<file path="src/rtl/mem_to_axil_if.sv">
// AXI-Lite bus bundle shared by initiators and targets.
// Master modport: drives AW/W/AR channels and B/R readies.
// Slave modport : drives AW/W/AR readies and B/R channels.
interface AXI_LITE #(
  parameter int unsigned ADDR_WIDTH = 32,
  parameter int unsigned DATA_WIDTH = 32
);
  localparam int unsigned STRB_WIDTH = DATA_WIDTH / 8;

  logic [ADDR_WIDTH-1:0] aw_addr;
  logic [2:0]            aw_prot;
  logic                  aw_valid;
  logic                  aw_ready;
  logic [DATA_WIDTH-1:0] w_data;
  logic [STRB_WIDTH-1:0] w_strb;
  logic                  w_valid;
  logic                  w_ready;
  logic [1:0]            b_resp;
  logic                  b_valid;
  logic                  b_ready;
  logic [ADDR_WIDTH-1:0] ar_addr;
  logic [2:0]            ar_prot;
  logic                  ar_valid;
  logic                  ar_ready;
  logic [DATA_WIDTH-1:0] r_data;
  logic [1:0]            r_resp;
  logic                  r_valid;
  logic                  r_ready;

  modport Master (
    output aw_addr, aw_prot, aw_valid, input aw_ready,
    output w_data, w_strb, w_valid, input w_ready,
    input b_resp, b_valid, output b_ready,
    output ar_addr, ar_prot, ar_valid, input ar_ready,
    input r_data, r_resp, r_valid, output r_ready
  );

  modport Slave (
    input aw_addr, aw_prot, aw_valid, output aw_ready,
    input w_data, w_strb, w_valid, output w_ready,
    output b_resp, b_valid, input b_ready,
    input ar_addr, ar_prot, ar_valid, output ar_ready,
    output r_data, r_resp, r_valid, input r_ready
  );
endinterface

</file>
<file path="src/rtl/mem_to_axil.sv">
// mem_to_axil: bridges a single-port memory request interface onto an
// AXI-Lite master port, one transaction in flight at a time.
// Ports:
//   clk, rst          clock, synchronous active-high reset
//   req/we/addr/strb/wdata  memory request (captured on gnt)
//   gnt               combinational accept, only in IDLE and out of reset
//   rvalid/rdata/err  one-cycle registered completion (reads and writes)
//   master            AXI-Lite initiator port
// Build option: define MEM_TO_AXIL_ERR_EN to report resp[1] on err and
// zero rdata on a failed read; otherwise err is 0 and rdata forwards r_data.
module mem_to_axil #(
  parameter int unsigned ADDR_WIDTH = 32,
  parameter int unsigned DATA_WIDTH = 32,
  parameter logic [2:0]  PROT       = 3'b000,
  localparam int unsigned STRB_WIDTH = DATA_WIDTH / 8
) (
  input  logic                  clk,
  input  logic                  rst,
  input  logic                  req,
  input  logic                  we,
  input  logic [ADDR_WIDTH-1:0] addr,
  input  logic [STRB_WIDTH-1:0] strb,
  input  logic [DATA_WIDTH-1:0] wdata,
  output logic                  gnt,
  output logic                  rvalid,
  output logic [DATA_WIDTH-1:0] rdata,
  output logic                  err,
  AXI_LITE.Master               master
);

  typedef enum logic [2:0] {IDLE, WRITE, WRESP, READ, RRESP} state_t;

  typedef struct packed {
    logic [ADDR_WIDTH-1:0] addr;
    logic [STRB_WIDTH-1:0] strb;
    logic [DATA_WIDTH-1:0] wdata;
  } req_t;

  state_t                state_q, state_d;
  req_t                  cur_q, cur_d;
  logic                  aw_valid_q, aw_valid_d, w_valid_q, w_valid_d;
  logic                  aw_done_q, aw_done_d, w_done_q, w_done_d;
  logic                  b_ready_q, b_ready_d, ar_valid_q, ar_valid_d;
  logic                  r_ready_q, r_ready_d;
  logic                  rvalid_q, rvalid_d, err_q, err_d;
  logic [DATA_WIDTH-1:0] rdata_q, rdata_d;

  logic                  aw_hs, w_hs, b_hs, ar_hs, r_hs;
  logic                  b_err, r_err;
  logic [DATA_WIDTH-1:0] r_fwd;
  logic                  unused_resp;

  assign aw_hs = aw_valid_q && master.aw_ready;
  assign w_hs  = w_valid_q  && master.w_ready;
  assign b_hs  = b_ready_q  && master.b_valid;
  assign ar_hs = ar_valid_q && master.ar_ready;
  assign r_hs  = r_ready_q  && master.r_valid;

  // Response error policy
`ifdef MEM_TO_AXIL_ERR_EN
  assign b_err = master.b_resp[1];
  assign r_err = master.r_resp[1];
  assign r_fwd = r_err ? '0 : master.r_data;
`else
  assign b_err = 1'b0;
  assign r_err = 1'b0;
  assign r_fwd = master.r_data;
`endif
  assign unused_resp = ^{master.b_resp, master.r_resp};

  // Next-state and next-output logic
  always_comb begin
    state_d    = state_q;
    cur_d      = cur_q;
    aw_valid_d = aw_valid_q;
    w_valid_d  = w_valid_q;
    aw_done_d  = aw_done_q;
    w_done_d   = w_done_q;
    b_ready_d  = b_ready_q;
    ar_valid_d = ar_valid_q;
    r_ready_d  = r_ready_q;
    rvalid_d   = 1'b0;
    rdata_d    = rdata_q;
    err_d      = err_q;
    gnt        = 1'b0;

    case (state_q)
      IDLE: begin
        if (req && !rst) begin
          gnt         = 1'b1;
          cur_d.addr  = addr;
          cur_d.strb  = strb;
          cur_d.wdata = wdata;
          // The captured direction lives in the state choice
          if (we) begin
            state_d    = WRITE;
            aw_valid_d = 1'b1;
            w_valid_d  = 1'b1;
          end else begin
            state_d    = READ;
            ar_valid_d = 1'b1;
          end
        end
      end
      WRITE: begin
        if (aw_hs) begin
          aw_valid_d = 1'b0;
          aw_done_d  = 1'b1;
        end
        if (w_hs) begin
          w_valid_d = 1'b0;
          w_done_d  = 1'b1;
        end
        // Same-cycle handshakes count as done immediately
        if ((aw_done_q || aw_hs) && (w_done_q || w_hs)) begin
          state_d   = WRESP;
          b_ready_d = 1'b1;
          aw_done_d = 1'b0;
          w_done_d  = 1'b0;
        end
      end
      WRESP: begin
        if (b_hs) begin
          state_d   = IDLE;
          b_ready_d = 1'b0;
          rvalid_d  = 1'b1;
          rdata_d   = '0;
          err_d     = b_err;
        end
      end
      READ: begin
        if (ar_hs) begin
          state_d    = RRESP;
          ar_valid_d = 1'b0;
          r_ready_d  = 1'b1;
        end
      end
      RRESP: begin
        if (r_hs) begin
          state_d   = IDLE;
          r_ready_d = 1'b0;
          rvalid_d  = 1'b1;
          rdata_d   = r_fwd;
          err_d     = r_err;
        end
      end
      default: state_d = IDLE;
    endcase
  end

  // State and output registers
  always_ff @(posedge clk) begin
    if (rst) begin
      state_q    <= IDLE;
      cur_q      <= '0;
      aw_valid_q <= 1'b0;
      w_valid_q  <= 1'b0;
      aw_done_q  <= 1'b0;
      w_done_q   <= 1'b0;
      b_ready_q  <= 1'b0;
      ar_valid_q <= 1'b0;
      r_ready_q  <= 1'b0;
      rvalid_q   <= 1'b0;
      rdata_q    <= '0;
      err_q      <= 1'b0;
    end else begin
      state_q    <= state_d;
      cur_q      <= cur_d;
      aw_valid_q <= aw_valid_d;
      w_valid_q  <= w_valid_d;
      aw_done_q  <= aw_done_d;
      w_done_q   <= w_done_d;
      b_ready_q  <= b_ready_d;
      ar_valid_q <= ar_valid_d;
      r_ready_q  <= r_ready_d;
      rvalid_q   <= rvalid_d;
      rdata_q    <= rdata_d;
      err_q      <= err_d;
    end
  end

  assign rvalid = rvalid_q;
  assign rdata  = rdata_q;
  assign err    = err_q;

  assign master.aw_addr  = cur_q.addr;
  assign master.aw_prot  = PROT;
  assign master.aw_valid = aw_valid_q;
  assign master.w_data   = cur_q.wdata;
  assign master.w_strb   = cur_q.strb;
  assign master.w_valid  = w_valid_q;
  assign master.b_ready  = b_ready_q;
  assign master.ar_addr  = cur_q.addr;
  assign master.ar_prot  = PROT;
  assign master.ar_valid = ar_valid_q;
  assign master.r_ready  = r_ready_q;

endmodule

</file>
<file path="src/flat_wrapper.sv">
// flat-port wrapper written by rule: the top's interface ports become plain ports
module mem_to_axil_flat 
#(
  parameter int unsigned ADDR_WIDTH = 32,
  parameter int unsigned DATA_WIDTH = 32,
  parameter logic [2:0]  PROT       = 3'b000,
  localparam int unsigned STRB_WIDTH = DATA_WIDTH / 8
)
  (clk, rst, req, we, addr, strb, wdata, gnt, rvalid, rdata, err, master_aw_addr, master_aw_prot, master_aw_valid, master_aw_ready, master_w_data, master_w_strb, master_w_valid, master_w_ready, master_b_resp, master_b_valid, master_b_ready, master_ar_addr, master_ar_prot, master_ar_valid, master_ar_ready, master_r_data, master_r_resp, master_r_valid, master_r_ready);
  AXI_LITE #(.ADDR_WIDTH(ADDR_WIDTH), .DATA_WIDTH(DATA_WIDTH)) master_i ();
  input  logic clk;
  input  logic rst;
  input  logic req;
  input  logic we;
  input  logic [ADDR_WIDTH-1:0] addr;
  input  logic [STRB_WIDTH-1:0] strb;
  input  logic [DATA_WIDTH-1:0] wdata;
  output logic gnt;
  output logic rvalid;
  output logic [DATA_WIDTH-1:0] rdata;
  output logic err;
  output wire logic [$bits(master_i.aw_addr)-1:0] master_aw_addr;
  output wire logic [$bits(master_i.aw_prot)-1:0] master_aw_prot;
  output wire logic [$bits(master_i.aw_valid)-1:0] master_aw_valid;
  input wire logic [$bits(master_i.aw_ready)-1:0] master_aw_ready;
  output wire logic [$bits(master_i.w_data)-1:0] master_w_data;
  output wire logic [$bits(master_i.w_strb)-1:0] master_w_strb;
  output wire logic [$bits(master_i.w_valid)-1:0] master_w_valid;
  input wire logic [$bits(master_i.w_ready)-1:0] master_w_ready;
  input wire logic [$bits(master_i.b_resp)-1:0] master_b_resp;
  input wire logic [$bits(master_i.b_valid)-1:0] master_b_valid;
  output wire logic [$bits(master_i.b_ready)-1:0] master_b_ready;
  output wire logic [$bits(master_i.ar_addr)-1:0] master_ar_addr;
  output wire logic [$bits(master_i.ar_prot)-1:0] master_ar_prot;
  output wire logic [$bits(master_i.ar_valid)-1:0] master_ar_valid;
  input wire logic [$bits(master_i.ar_ready)-1:0] master_ar_ready;
  input wire logic [$bits(master_i.r_data)-1:0] master_r_data;
  input wire logic [$bits(master_i.r_resp)-1:0] master_r_resp;
  input wire logic [$bits(master_i.r_valid)-1:0] master_r_valid;
  output wire logic [$bits(master_i.r_ready)-1:0] master_r_ready;
  assign master_aw_addr = master_i.aw_addr;
  assign master_aw_prot = master_i.aw_prot;
  assign master_aw_valid = master_i.aw_valid;
  assign master_i.aw_ready = master_aw_ready;
  assign master_w_data = master_i.w_data;
  assign master_w_strb = master_i.w_strb;
  assign master_w_valid = master_i.w_valid;
  assign master_i.w_ready = master_w_ready;
  assign master_i.b_resp = master_b_resp;
  assign master_i.b_valid = master_b_valid;
  assign master_b_ready = master_i.b_ready;
  assign master_ar_addr = master_i.ar_addr;
  assign master_ar_prot = master_i.ar_prot;
  assign master_ar_valid = master_i.ar_valid;
  assign master_i.ar_ready = master_ar_ready;
  assign master_i.r_data = master_r_data;
  assign master_i.r_resp = master_r_resp;
  assign master_i.r_valid = master_r_valid;
  assign master_r_ready = master_i.r_ready;
  mem_to_axil #(.ADDR_WIDTH(ADDR_WIDTH), .DATA_WIDTH(DATA_WIDTH), .PROT(PROT)) u_core (.clk(clk), .rst(rst), .req(req), .we(we), .addr(addr), .strb(strb), .wdata(wdata), .gnt(gnt), .rvalid(rvalid), .rdata(rdata), .err(err), .master(master_i));
endmodule
</file>
<file path="config.mk">
export PLATFORM = sky130hd
export DESIGN_NAME = mem_to_axil_flat
export DESIGN_NICKNAME = d
export VERILOG_FILES = /design/src/rtl/mem_to_axil_if.sv /design/src/rtl/mem_to_axil.sv /design/src/flat_wrapper.sv
export SDC_FILE = /design/constraint.sdc
export NUM_CORES = 1
export LEC_CHECK = 0
export ABC_AREA = 1
export CELL_PAD_IN_SITES_DETAIL_PLACEMENT = 1
export CELL_PAD_IN_SITES_GLOBAL_PLACEMENT = 2
export CORE_MARGIN = 2
export CORE_UTILIZATION = 18
export CTS_CLUSTER_SIZE = 40
export DETAILED_ROUTE_END_ITERATION = 10
export PLACE_DENSITY_LB_ADDON = 0.1
export SETUP_SLACK_MARGIN = 0.15
export SLEW_MARGIN = 0
export SYNTH_ARGS = -nofsm -noshare
export SYNTH_HDL_FRONTEND = slang
export SYNTH_SLANG_ARGS = --single-unit
</file>
<file path="constraint.sdc">
create_clock -name clk -period 1.35 [get_ports clk]
set_input_delay 0.27 -clock clk [delete_from_list [all_inputs] [get_ports clk]]
set_output_delay 0.27 -clock clk [all_outputs]
set_load 0.05 [all_outputs]
</file>
# ---- Word level (Yosys, flattened, before mapping)
# Cells that the tools add are included.
dict set report word_totals {
  ff_bits 112
  in_bits 113
  output_inout_bits 146
  elab_cells 91
}
dict set report classes {
  eq_ne 13
  muxes 36
  reduce_logical 28
}
# operator count
set op_table {}
lappend op_table {{$mux 32} 2}
lappend op_table {{$pmux 32 s2} 1}
lappend op_table {{$mux 1} 19}
lappend op_table {{$mux 3} 5}
lappend op_table {{$pmux 3 s5} 1}
lappend op_table {{$ne 2x1->1 const B} 7}
lappend op_table {{$pmux 1 s2} 7}
lappend op_table {{$reduce_bool 2->1} 7}
lappend op_table {{$reduce_and 4->1} 3}
lappend op_table {{$reduce_and 3->1} 3}
lappend op_table {{$logic_and 1x1->1} 7}
lappend op_table {{$eq 3x2->1 const B} 2}
lappend op_table {{$reduce_and 2->1} 3}
lappend op_table {{$reduce_and 5->1} 1}
lappend op_table {{$ne 2x2->1 const B} 2}
lappend op_table {{$eq 3x1->1 const B} 1}
lappend op_table {{$eq 3x3->1 const B} 1}
lappend op_table {{$logic_not 3->1} 1}
lappend op_table {{$logic_or 1x1->1} 2}
lappend op_table {{$mux 2} 1}
lappend op_table {{$logic_not 1->1} 1}

# ---- Logic depth before layout (Yosys ltp)
# Gate-level depths: netlist of the first run.
dict set report depth {
  word_depth 5
  ltp_mapped 10
}

# ---- Worst setup path before layout of the first run
# OpenSTA, ideal clock, no wires.
dict set report synth_path {
  kind {flip-flop to flip-flop}
  start {reg u_core.r_ready_q, in the netlist u_core.master.r_ready}
  end {reg u_core.rdata_q[10], in the netlist u_core.rdata[10]}
  arrival_ns 1.342
  t_required_ns 1.218
  slack_ns -0.124
  stages_incl_launch_ff 7
  cell_sequence {dfxtp_1 > nand4_2 > nand2_4 > inv_2 > buf_6 > nand2_1 > a21oi_1}
}
dict set report synth_between {
  elab_chain_len 3
}
# element line
set synth_lines {}
lappend synth_lines {{start, declared} mem_to_axil.sv:44} ;# logic r_ready_q, r_ready_d;
lappend synth_lines {{start signal, assigned} mem_to_axil.sv:175} ;# r_ready_q <= r_ready_d;
lappend synth_lines {{$logic_and 1x1->1} mem_to_axil.sv:57} ;# assign r_hs = r_ready_q && master.r_valid;
lappend synth_lines {{$ne 2x1->1 (no line)} n/a}
lappend synth_lines {{$reduce_and 3->1 (no line)} n/a}
lappend synth_lines {{end signal, assigned} mem_to_axil.sv:177} ;# rdata_q <= rdata_d;
lappend synth_lines {{end, declared} mem_to_axil.sv:46} ;# logic [DATA_WIDTH-1:0] rdata_q, rdata_d;
# No other way between the ends.
# A chain may end at the register's enable or synchronous reset.

# ---- Final worst setup path of the first run
dict set report layout_path {
  start {reg u_core.state_q[1]}
  end {out gnt}
}
dict set report layout_between {
  elab_chain_len 2
}
# element line
set layout_lines {}
lappend layout_lines {{start, declared} mem_to_axil.sv:39} ;# state_t state_q, state_d;
lappend layout_lines {{start signal, assigned} mem_to_axil.sv:167} ;# state_q <= state_d;
lappend layout_lines {{$logic_not 3->1} mem_to_axil.sv:87} ;# case (state_q)
lappend layout_lines {{$mux 1} mem_to_axil.sv:87}
lappend layout_lines {{end, declared} flat_wrapper.sv:18} ;# output logic gnt;
# No other way between the ends.

==> results of run 1 <==
==> repair_timing <==
| action | 4_1_cts | 5_1_grt |
|---|---|---|
| gates cloned | 19 | 3 |
| hold buffers | 0 | 0 |
| gates resized for setup | 120 | 123 |
| endpoints found under the setup margin | 187 | 198 |
| setup buffers | 21 | 9 |
| pin swaps | 43 | 14 |
==> flip-flops by register name, summed over array words and instances (netlist names), 3 cells and up <==
name                   count
u_core.master.w_strb       4
u_core.master.w_data      32
u_core.state_q             3
u_core.master.ar_addr     32
u_core.rdata              32
==> routing by layer <==
metal | vias to the layer above | routed length (microns) | share of wire [%] | track usage [%]
met5 | - | 0 | 0 | 0
met2 | 154 | 10600 | 52 | 27.3
li1 | 2363 | - | - | -
met3 | 12 | 1490 | 7.3 | 5.34
met4 | 0 | 260 | 1.3 | 4.14
met1 | 2340 | 7970 | 39 | 17.3
==> cell families (layout without fill, tap and decap cells) <==
family                 count (synthesis)  count (layout)  synth area share (%)
flip-flops                           111             111                  49.8
AND/OR/NAND/NOR                      327             327                  32.5
buffers and inverters                 92             353                  12.8
AO/OA/AOI/OAI                         43              43                  4.82
other                                  1               8                0.0840
==> power by group through the flow <==
stage / clock, mW / combinational (mW) / sequential [mW]
finish: 2.55 / 9.44 / 4.76
global placement: 0 / 7.33 / 4.64
CTS: 2.67 / 9.08 / 4.69
detailed placement: 0 / 7.37 / 4.66
global route: 2.82 / 9.88 / 4.85
floorplan: 0 / 2.58 / 5.79
==> cell type report <==
| type | instances | area, sq um | area share, % |
|---|---|---|---|
| Clock buffer | 12 | 236 | 2.27 |
| Antenna cell | 1 | 2.50 | 0.0240 |
| Timing Repair Buffer | 323 | 5130 | 49.2 |
| Multi-Input combinational cell | 377 | 2090 | 20.1 |
| Inverter | 14 | 86.3 | 0.829 |
| Sequential cell | 111 | 2440 | 23.4 |
| Clock inverter | 4 | 28.8 | 0.276 |
| Tap cell | 324 | 405 | 3.89 |
==> through the flow <==
| stage | instance area (sq um) | instances | util (%) | power (mW) | setup WS (ps) |
|---|---|---|---|---|---|
| 5_1_grt | 10400 | 1166 | 42.8 | 17.6 | -237 |
| 3_3_place_gp | 8610 | 1097 | 35.4 | 12.0 | -267 |
| 3_5_place_dp | 8610 | 1097 | 35.4 | 12.0 | -333 |
| 4_1_cts | 9920 | 1153 | 40.8 | 16.4 | -185 |
| 6_report | 10400 | 1166 | 42.8 | 16.8 | -175 |
| 2_1_floorplan | 4670 | 580 | - | 8.37 | 116 |
==> placed cells by master (no fill, tap or decap), types with 2 or more instances in the layout <==
| cell | n |
|---|---|
| buf_12 | 154 |
| a21oi_2 | 13 |
| nor2_1 | 10 |
| dfxtp_2 | 56 |
| nor2_4 | 9 |
| bufbuf_16 | 3 |
| nand3_2 | 45 |
| nand2_4 | 2 |
| buf_6 | 10 |
| conb_1 | 7 |
| dfxtp_4 | 39 |
| nand4_4 | 2 |
| buf_16 | 16 |
| inv_6 | 2 |
| buf_8 | 3 |
| inv_2 | 3 |
| clkbuf_16 | 12 |
| clkdlybuf4s50_1 | 107 |
| nand4_1 | 33 |
| inv_4 | 4 |
| a21oi_1 | 28 |
| clkbuf_1 | 3 |
| buf_4 | 26 |
| nand2_1 | 185 |
| dfxtp_1 | 16 |
| inv_1 | 6 |
| nand3_1 | 28 |
| nand2_2 | 9 |
==> worst max-delay path by stage <==
stage,endpoint,depth (start not counted)
2_1_floorplan,gnt,7
3_3_place_gp,u_core.rdata[14],6
3_5_place_dp,u_core.master.ar_addr[9],6
4_1_cts,gnt,6
5_1_grt,gnt,6
6_report,gnt,6
==> synthesized netlist by cell type (all sizes together) <==
library cell	n	area, sq um
nand3	74	370
buf	65	470
clkbuf	13	48.8
dfxtp	111	2220
a21oi	41	205
nand2	197	752
conb	1	3.75
o21ai	2	10.0
nor2	19	86.3
inv	14	52.6
nor3	1	5.00
nand4	35	231
and2	1	6.26
==> critical path, stage by stage, from the launching register on <==
cell and delay, ps:
dfxtp_4 370, nor2_4 130, nand2_4 80, inv_4 60
nand2_4 60, inv_8 70, buf_12 120
==> out/results.txt, run 1 <==
run status = finished with violations
failing checks = setup timing
reg2reg end = u_core.master.ar_addr[5]
Worst EP required = 1080 ps
global-route wire length before repair = 30800 microns
CTS root buf = clkbuf_16
vias in the first global route = 5202
pin count of the biggest net entering global routing = 36
reg2reg start = u_core.state_q[0]
CP Class = flip-flop to output port
Min-Delay Endpoint = u_core.master.ar_addr[3]
Power Density = 1610 nW/um^2
Clk network pwr share = 15.2%
Setup TNS = -7230 ps
num ports = 259
Peak VDD IR = 0.711 mV
WL final = 20300 microns
PortBufs = 247
die footprint = 26100 sq um
FP Rows = 57
switching share of power = 40.5%
period utilisation layout = 113%
CTS sink count = 111
HP Class = primary input to flip-flop
core area = 24300 sq um
combinational share of power = 56.4%
Yosys reg bits = 111
Final min period = 1530 ps
WHS Path Cells = 3
Reg2Reg Setup Slack = -150 ps
Hold Vio Cnt, Final = 0
Setup crit end kind = output port
drt pass-1 iters = 4
max_cap viols = 0
Die Ht = 161 microns
final hold slack = 443 ps
number of synthesis warnings = 0
initial core utilization = 18.4%
distinct cell type count after synthesis = 22
RSZ-0062 raised after global routing = true
f_max = 656 MHz
fillers = 2609
fraction of layout cells with a size suffix above 1 = 49.1%
syn_area_per_cell = 7.78 sq um
total grt overflow = 0
post-DR vias/cell = 4.18
CTS tree = done
Final nets = 949
Int Pwr = 9.97 mW
NetSw = 6.78 mW
Avg WL per Cell = 17.4 microns
DR DRC count = 0
Critical Path AT = 1260 ps
Synth-to-Final Area Change = 133%
Pleak = 4.21 nW
Post-Synthesis Cells = 574
gp weighted congestion = 0.735
number of cells on the worst reg-to-reg path = 11
synthesized cell area = 4460 sq um
crit path launch = u_core.state_q[1]
worst-path fanout max = 3
initial drt markers = 156
clk buf depth = 2
hpwl dp = 12900 microns
setup slack after layout = -175 ps
worst-skew pair later-pin latency = 350 ps
Sequential Power Share = 28.4%
Seq/Total Area, Yosys = 49.8%
Setup violations, final = 97
clock transition at the registers of the reported paths = 80 ps
Total GRT Usage = 15.3%
die span in x = 161 microns
routed vias = 4869
Slew Limit Fails = 0
hold_sp = addr[3]
Antenna Nets Post-Route = 0
CTS HTree Levels = 3
Clock Skew = 6.90 ps
clock buffer count from CTS = 9
CP Launch Type = flip-flop
initial antenna violation count = 1
(Power assumes the default switching activity.)
==> run 2: changes to the inputs <==
--- a/config.mk
+++ b/config.mk
@@ -13,6 +13,7 @@
 export CTS_CLUSTER_SIZE = 40
 export DETAILED_ROUTE_END_ITERATION = 10
 export PLACE_DENSITY_LB_ADDON = 0.1
+export REMOVE_ABC_BUFFERS = 1
 export SETUP_SLACK_MARGIN = 0.15
 export SLEW_MARGIN = 0
 export SYNTH_ARGS = -nofsm -noshare
==> run 2 against run 1 <==
Compared with the run above:
- the run still ends with setup timing left
- die area is the same
- sequential share of layout area grew 0.67 points
- global-route usage shrank 0.74 points
- combinational power shrank 4.2%
- sequential power shrank 3%
- clock skew grew 7.8 ps
==> out/results.txt, run 2 (synthesized netlist as in run 1, its figures left out) <==
number of cells on the worst reg-to-reg path = 10
Setup crit end kind = output port
setup slack after layout = -243 ps
initial drt markers = 194
buffer and inverter count on the worst path = 4
DR DRC count = 0
initial core utilization = 18.4%
CP Class = flip-flop to output port
drt pass-1 iters = 4
Worst path slowest cell = dfxtp_4
Antenna Nets Post-Route = 0
CTS HTree Levels = 3
Cells after DPL = 1108
worst-skew pair later-pin latency = 360 ps
clock buffer count from CTS = 9
top cell family by delay on the critical path = flip-flops
CTS root buf = clkbuf_16
FP Rows = 57
Setup violations, final = 97
fraction of layout cells with a size suffix above 1 = 43.8%
Avg WL per Cell = 17.3 microns
pin count of the biggest net entering global routing = 49
PortBufs = 247
Power Density = 1630 nW/um^2
Peak VDD IR = 0.683 mV
clk buf depth = 2
Post-DP Area = 8590 sq um
Critical Path AT = 1320 ps
routed vias = 4848
most frequent cells in the layout = 179 x nand2_1, 149 x buf_12, 106 x clkdlybuf4s50_1
Min-Delay Endpoint = u_core.master.ar_addr[4]
Total GRT Usage = 14.6%
clock transition at the registers of the reported paths = 80 ps
Total Power = 16.3 mW
gp weighted congestion = 0.768
max_cap viols = 0
num ports = 259
Die Ht = 161 microns
Clock Skew = 14.7 ps
reg2reg start = u_core.state_q[1]
RSZ-0062 raised after global routing = true
global-route wire length before repair = 29300 microns
CP Launch Type = flip-flop
Final nets = 949
run status = finished with violations
CTS tree = done
Final Cell Area = 9980 sq um
WL final = 20200 microns
failing checks = setup timing
fin cells = 1165
Reg2Reg Setup Slack = -170 ps
f_max = 628 MHz
HP Class = primary input to flip-flop
CTS sink count = 111
vias in the first global route = 5140
commonest non-fill, non-tap cell in the layout = nand2_1
period utilisation layout = 118%
Final min period = 1590 ps
post-DR vias/cell = 4.16
slowest cell delay on critical path = 360 ps
initial antenna violation count = 0
WHS Path Cells = 3
crit-path cells = nor2_4, nand2_4, inv_4, nand2_4, inv_4, buf_12, buf_12
Hold Vio Cnt, Final = 0
hpwl dp = 13100 microns
total grt overflow = 0
Synth-to-Final Area Change = 124%
die footprint = 26100 sq um
hold_sp = addr[4]
Pleak = 4.11 nW
reg2reg end = u_core.master.b_ready
n_diodes = 0
core area = 24300 sq um
Worst EP required = 1080 ps
Slew Limit Fails = 0
die span in x = 161 microns
worst-path fanout max = 3
run 2: layout make-up:
cell class	count	area, sq um
clock inverters	5	41.3
clock buffers	11	243
multi-input cells	377	1930
inverters	14	67.6
well taps	324	405
flip-flops and latches	111	2400
repair buffers	323	4890
fillers	2662	14300
run 2: worst register-to-register path, stage by stage, from the launching register on:
cell     delay (ps)
dfxtp_4         360
buf_4           140
inv_2            60
nor2_4          110
nand4_4         140
buf_4           170
buf_6           100
buf_4           120
o21ai_0          80
a21oi_1          90
nor2_1          100
run 2: worst max-delay path by stage:
stage | start | to | slack, ps | depth (start not counted)
detailed placement | rst | u_core.master.ar_addr[10] | -530 | 7
CTS | u_core.state_q[1] | gnt | -280 | 7
finish | u_core.state_q[2] | gnt | -240 | 7
global route | u_core.state_q[2] | gnt | -320 | 7
global placement | rst | u_core.master.ar_addr[15] | -500 | 7
floorplan | u_core.state_q[2] | u_core.master.ar_addr[0] | -1390 | 7
run 2: what timing repair did:
action                     4_1_cts  5_1_grt
pin swaps                       16       10
hold buffers                     0        0
setup endpoints to repair      182      178
gates cloned                     5        9
buffers inserted                16       11
hold endpoints to repair         0        0
gates resized for setup        112      101
run 2: where the power goes:
part           leakage [nW]  switching (mW)  internal [mW]
logic                  3.03            4.66           4.38
clock network         0.132            1.32           1.32
registers             0.948           0.698           3.92
run 2: routing by layer:
metal	up-vias	track usage, %	wire length, microns
li1	2359	-	-
met1	2303	16.8	8170
met2	175	24.2	9710
met3	11	6.75	2070
met4	0	4.14	200
met5	-	0	0
run 2: metrics by stage:
stage / TNS [ps] / hold slack [ps] / utilization (%) / worst slack (ps)
CTS: -13420 / 433 / 38.8 / -277
finish: -8820 / 444 / 41.0 / -243
floorplan: -123540 / 339 / - / -1390
global route: -18100 / 448 / 41.0 / -318
global placement: -39340 / 444 / 35.3 / -495
detailed placement: -41710 / 449 / 35.3 / -532
==> run 3: changes to the inputs <==
--- a/config.mk
+++ b/config.mk
@@ -12,9 +12,8 @@
 export CORE_UTILIZATION = 18
 export CTS_CLUSTER_SIZE = 40
 export DETAILED_ROUTE_END_ITERATION = 10
-export PLACE_DENSITY_LB_ADDON = 0.1
+export PLACE_DENSITY = 0.79
 export REMOVE_ABC_BUFFERS = 1
-export SETUP_SLACK_MARGIN = 0.15
 export SLEW_MARGIN = 0
 export SYNTH_ARGS = -nofsm -noshare
 export SYNTH_HDL_FRONTEND = slang
==> constraint.sdc (replaced) <==
create_clock -name clk -period 1.35 [get_ports clk]
set_input_delay 0.2025 -clock clk [delete_from_list [all_inputs] [get_ports clk]]
set_output_delay 0.2025 -clock clk [all_outputs]
set_load 0.05 [all_outputs]
==> run 3 against run 2 <==
Compared with the run above:
- sequential power decreased by 3%
- the flow still finishes with violations (setup timing)
- highest routed layer unchanged
- design area decreased by 4.4%
- power fell by 1.4%
- worst hold slack got worse by 63 ps
- worst setup slack gained 31 ps
- critical path type unchanged
- critical path depth is the same
- largest cell class unchanged
- largest power group unchanged
- first-iteration DRC count is 38% lower
==> out/results.txt, run 3 (synthesized netlist as in run 1, its figures left out) <==
Hold Buf Count CTS = 0
fin cells = 1152
buffer and inverter count on the worst path = 4
routed vias = 4820
vias in the first global route = 5020
Clk network pwr share = 17.8%
Final nets = 936
Worst path slowest cell = dfxtp_4
reg2reg start = u_core.state_q[2]
PortBufs = 247
global-route wire length before repair = 27800 microns
WL final = 19200 microns
num ports = 259
Crit path depth = 7
Worst EP required = 1150 ps
period utilisation layout = 116%
run status = finished with violations
NetSw = 6.64 mW
Total Power = 16.1 mW
failing checks = setup timing
Setup crit end kind = output port
commonest non-fill, non-tap cell in the layout = nand2_1
Pleak = 3.95 nW
number of cells on the worst reg-to-reg path = 10
Final min period = 1560 ps
WHS Path Cells = 3
clock transition at the registers of the reported paths = 80 ps
pre-CTS setup slack = -334 ps
CTS root buf = clkbuf_16
CP Launch Type = flip-flop
Peak VDD IR = 0.886 mV
Antenna Nets Post-Route = 0
initial antenna violation count = 0
total grt overflow = 0
reg2reg end = u_core.state_q[1]
clk buf depth = 2
Hold Vio Cnt, Final = 0
Slew Limit Fails = 0
worst-skew pair later-pin latency = 360 ps
Die Ht = 161 microns
slowest cell delay on critical path = 370 ps
crit-path cells = nor2_4, nand2_2, inv_2, nand2_4, inv_4, buf_6, buf_12
hpwl dp = 12700 microns
Clock Skew = 11.9 ps
initial drt markers = 120
FP Rows = 57
Setup violations, final = 36
fillers = 2688
final hold slack = 381 ps
Sequential Power Share = 27.9%
drt pass-1 iters = 4
most frequent cells in the layout = 190 x nand2_1, 145 x buf_12, 108 x clkdlybuf4s50_1
Reg2Reg Setup Slack = -160 ps
switching share of power = 41.3%
Min-Delay Endpoint = u_core.master.ar_addr[30]
hold_sp = addr[30]
CTS HTree Levels = 3
CTS tree = done
HP Class = primary input to flip-flop
f_max = 640 MHz
worst-path fanout max = 3
DR DRC count = 0
top cell family by delay on the critical path = buffers and inverters
clock buffer count from CTS = 9
post-DR vias/cell = 4.18
die footprint = 26100 sq um
Synth-to-Final Area Change = 114%
combinational share of power = 54.3%
setup slack after layout = -212 ps
Power Density = 1690 nW/um^2
die span in x = 161 microns
CP Class = flip-flop to output port
RSZ-0062 raised after global routing = true
pin count of the biggest net entering global routing = 78
core area = 24300 sq um
CTS sink count = 111
Cells after DPL = 1109
Total GRT Usage = 13.6%
initial core utilization = 18.4%
fraction of layout cells with a size suffix above 1 = 32.1%
n_diodes = 0
gp weighted congestion = 0.723
max_cap viols = 0
Setup TNS = -3140 ps
Int Pwr = 9.45 mW
Avg WL per Cell = 16.7 microns
Critical Path AT = 1360 ps
==> run 3: what timing repair did <==
action | in CTS | in global routing
setup buffers | 9 | 12
gates resized for setup | 36 | 44
setup endpoints to repair | 74 | 110
cloned | 2 | 6
pin swaps | 11 | 19
==> run 3: through the flow <==
stage,cell area (sq um),util (%)
6_report,9540,39.2
2_1_floorplan,3970,-
5_1_grt,9540,39.2
3_3_place_gp,8590,35.3
4_1_cts,9160,37.7
3_5_place_dp,8590,35.3
==> run 3: cell type report <==
| cell class | instances | area, sq um | share of cell area (%) |
|---|---|---|---|
| Clock inverter | 6 | 75.1 | 0.787 |
| Tap cell | 324 | 405 | 4.25 |
| Clock buffer | 10 | 239 | 2.51 |
| Multi-Input combinational cell | 377 | 1890 | 19.8 |
| Timing Repair Buffer | 310 | 4630 | 48.5 |
| Inverter | 14 | 67.6 | 0.708 |
| Sequential cell | 111 | 2230 | 23.4 |
==> run 3: power groups by stage <==
stage / clock [mW] / sequential, mW / combinational (mW)
6_report: 2.86 / 4.49 / 8.74
5_1_grt: 3.13 / 4.56 / 9.18
4_1_cts: 3.01 / 4.52 / 8.05
3_5_place_dp: 0 / 4.56 / 7.57
3_3_place_gp: 0 / 4.54 / 7.49
2_1_floorplan: 0 / 6.41 / 1.30
==> run 3: worst reg2reg max path, stage by stage, from the launching register on <==
cell and delay, ps:
dfxtp_4 370, nor2_4 130, nand2_2 70, buf_4 130
buf_6 120, nor2_4 120, nor2_4 60, buf_4 130
nand4_1 90, nand2_1 70, nor2_1 130
==> run 3: worst max path at each step <==
stage	startpoint	end
after floorplan	u_core.state_q[2]	u_core.master.ar_addr[0]
after global placement	rst	u_core.state_q[1]
after CTS	u_core.state_q[1]	gnt
final	u_core.state_q[2]	gnt
after detailed placement	req	u_core.state_q[1]
after global routing	u_core.state_q[2]	gnt
==> run 3: layer usage <==
layer  share of wire [%]  GRT usage, %  vias up
met2                  49          23.1      195
met4                0.51          2.44        0
met1                  40          15.8     2292
li1                    -             -     2326
met3                  10          6.32        7
met5                   0             0        -
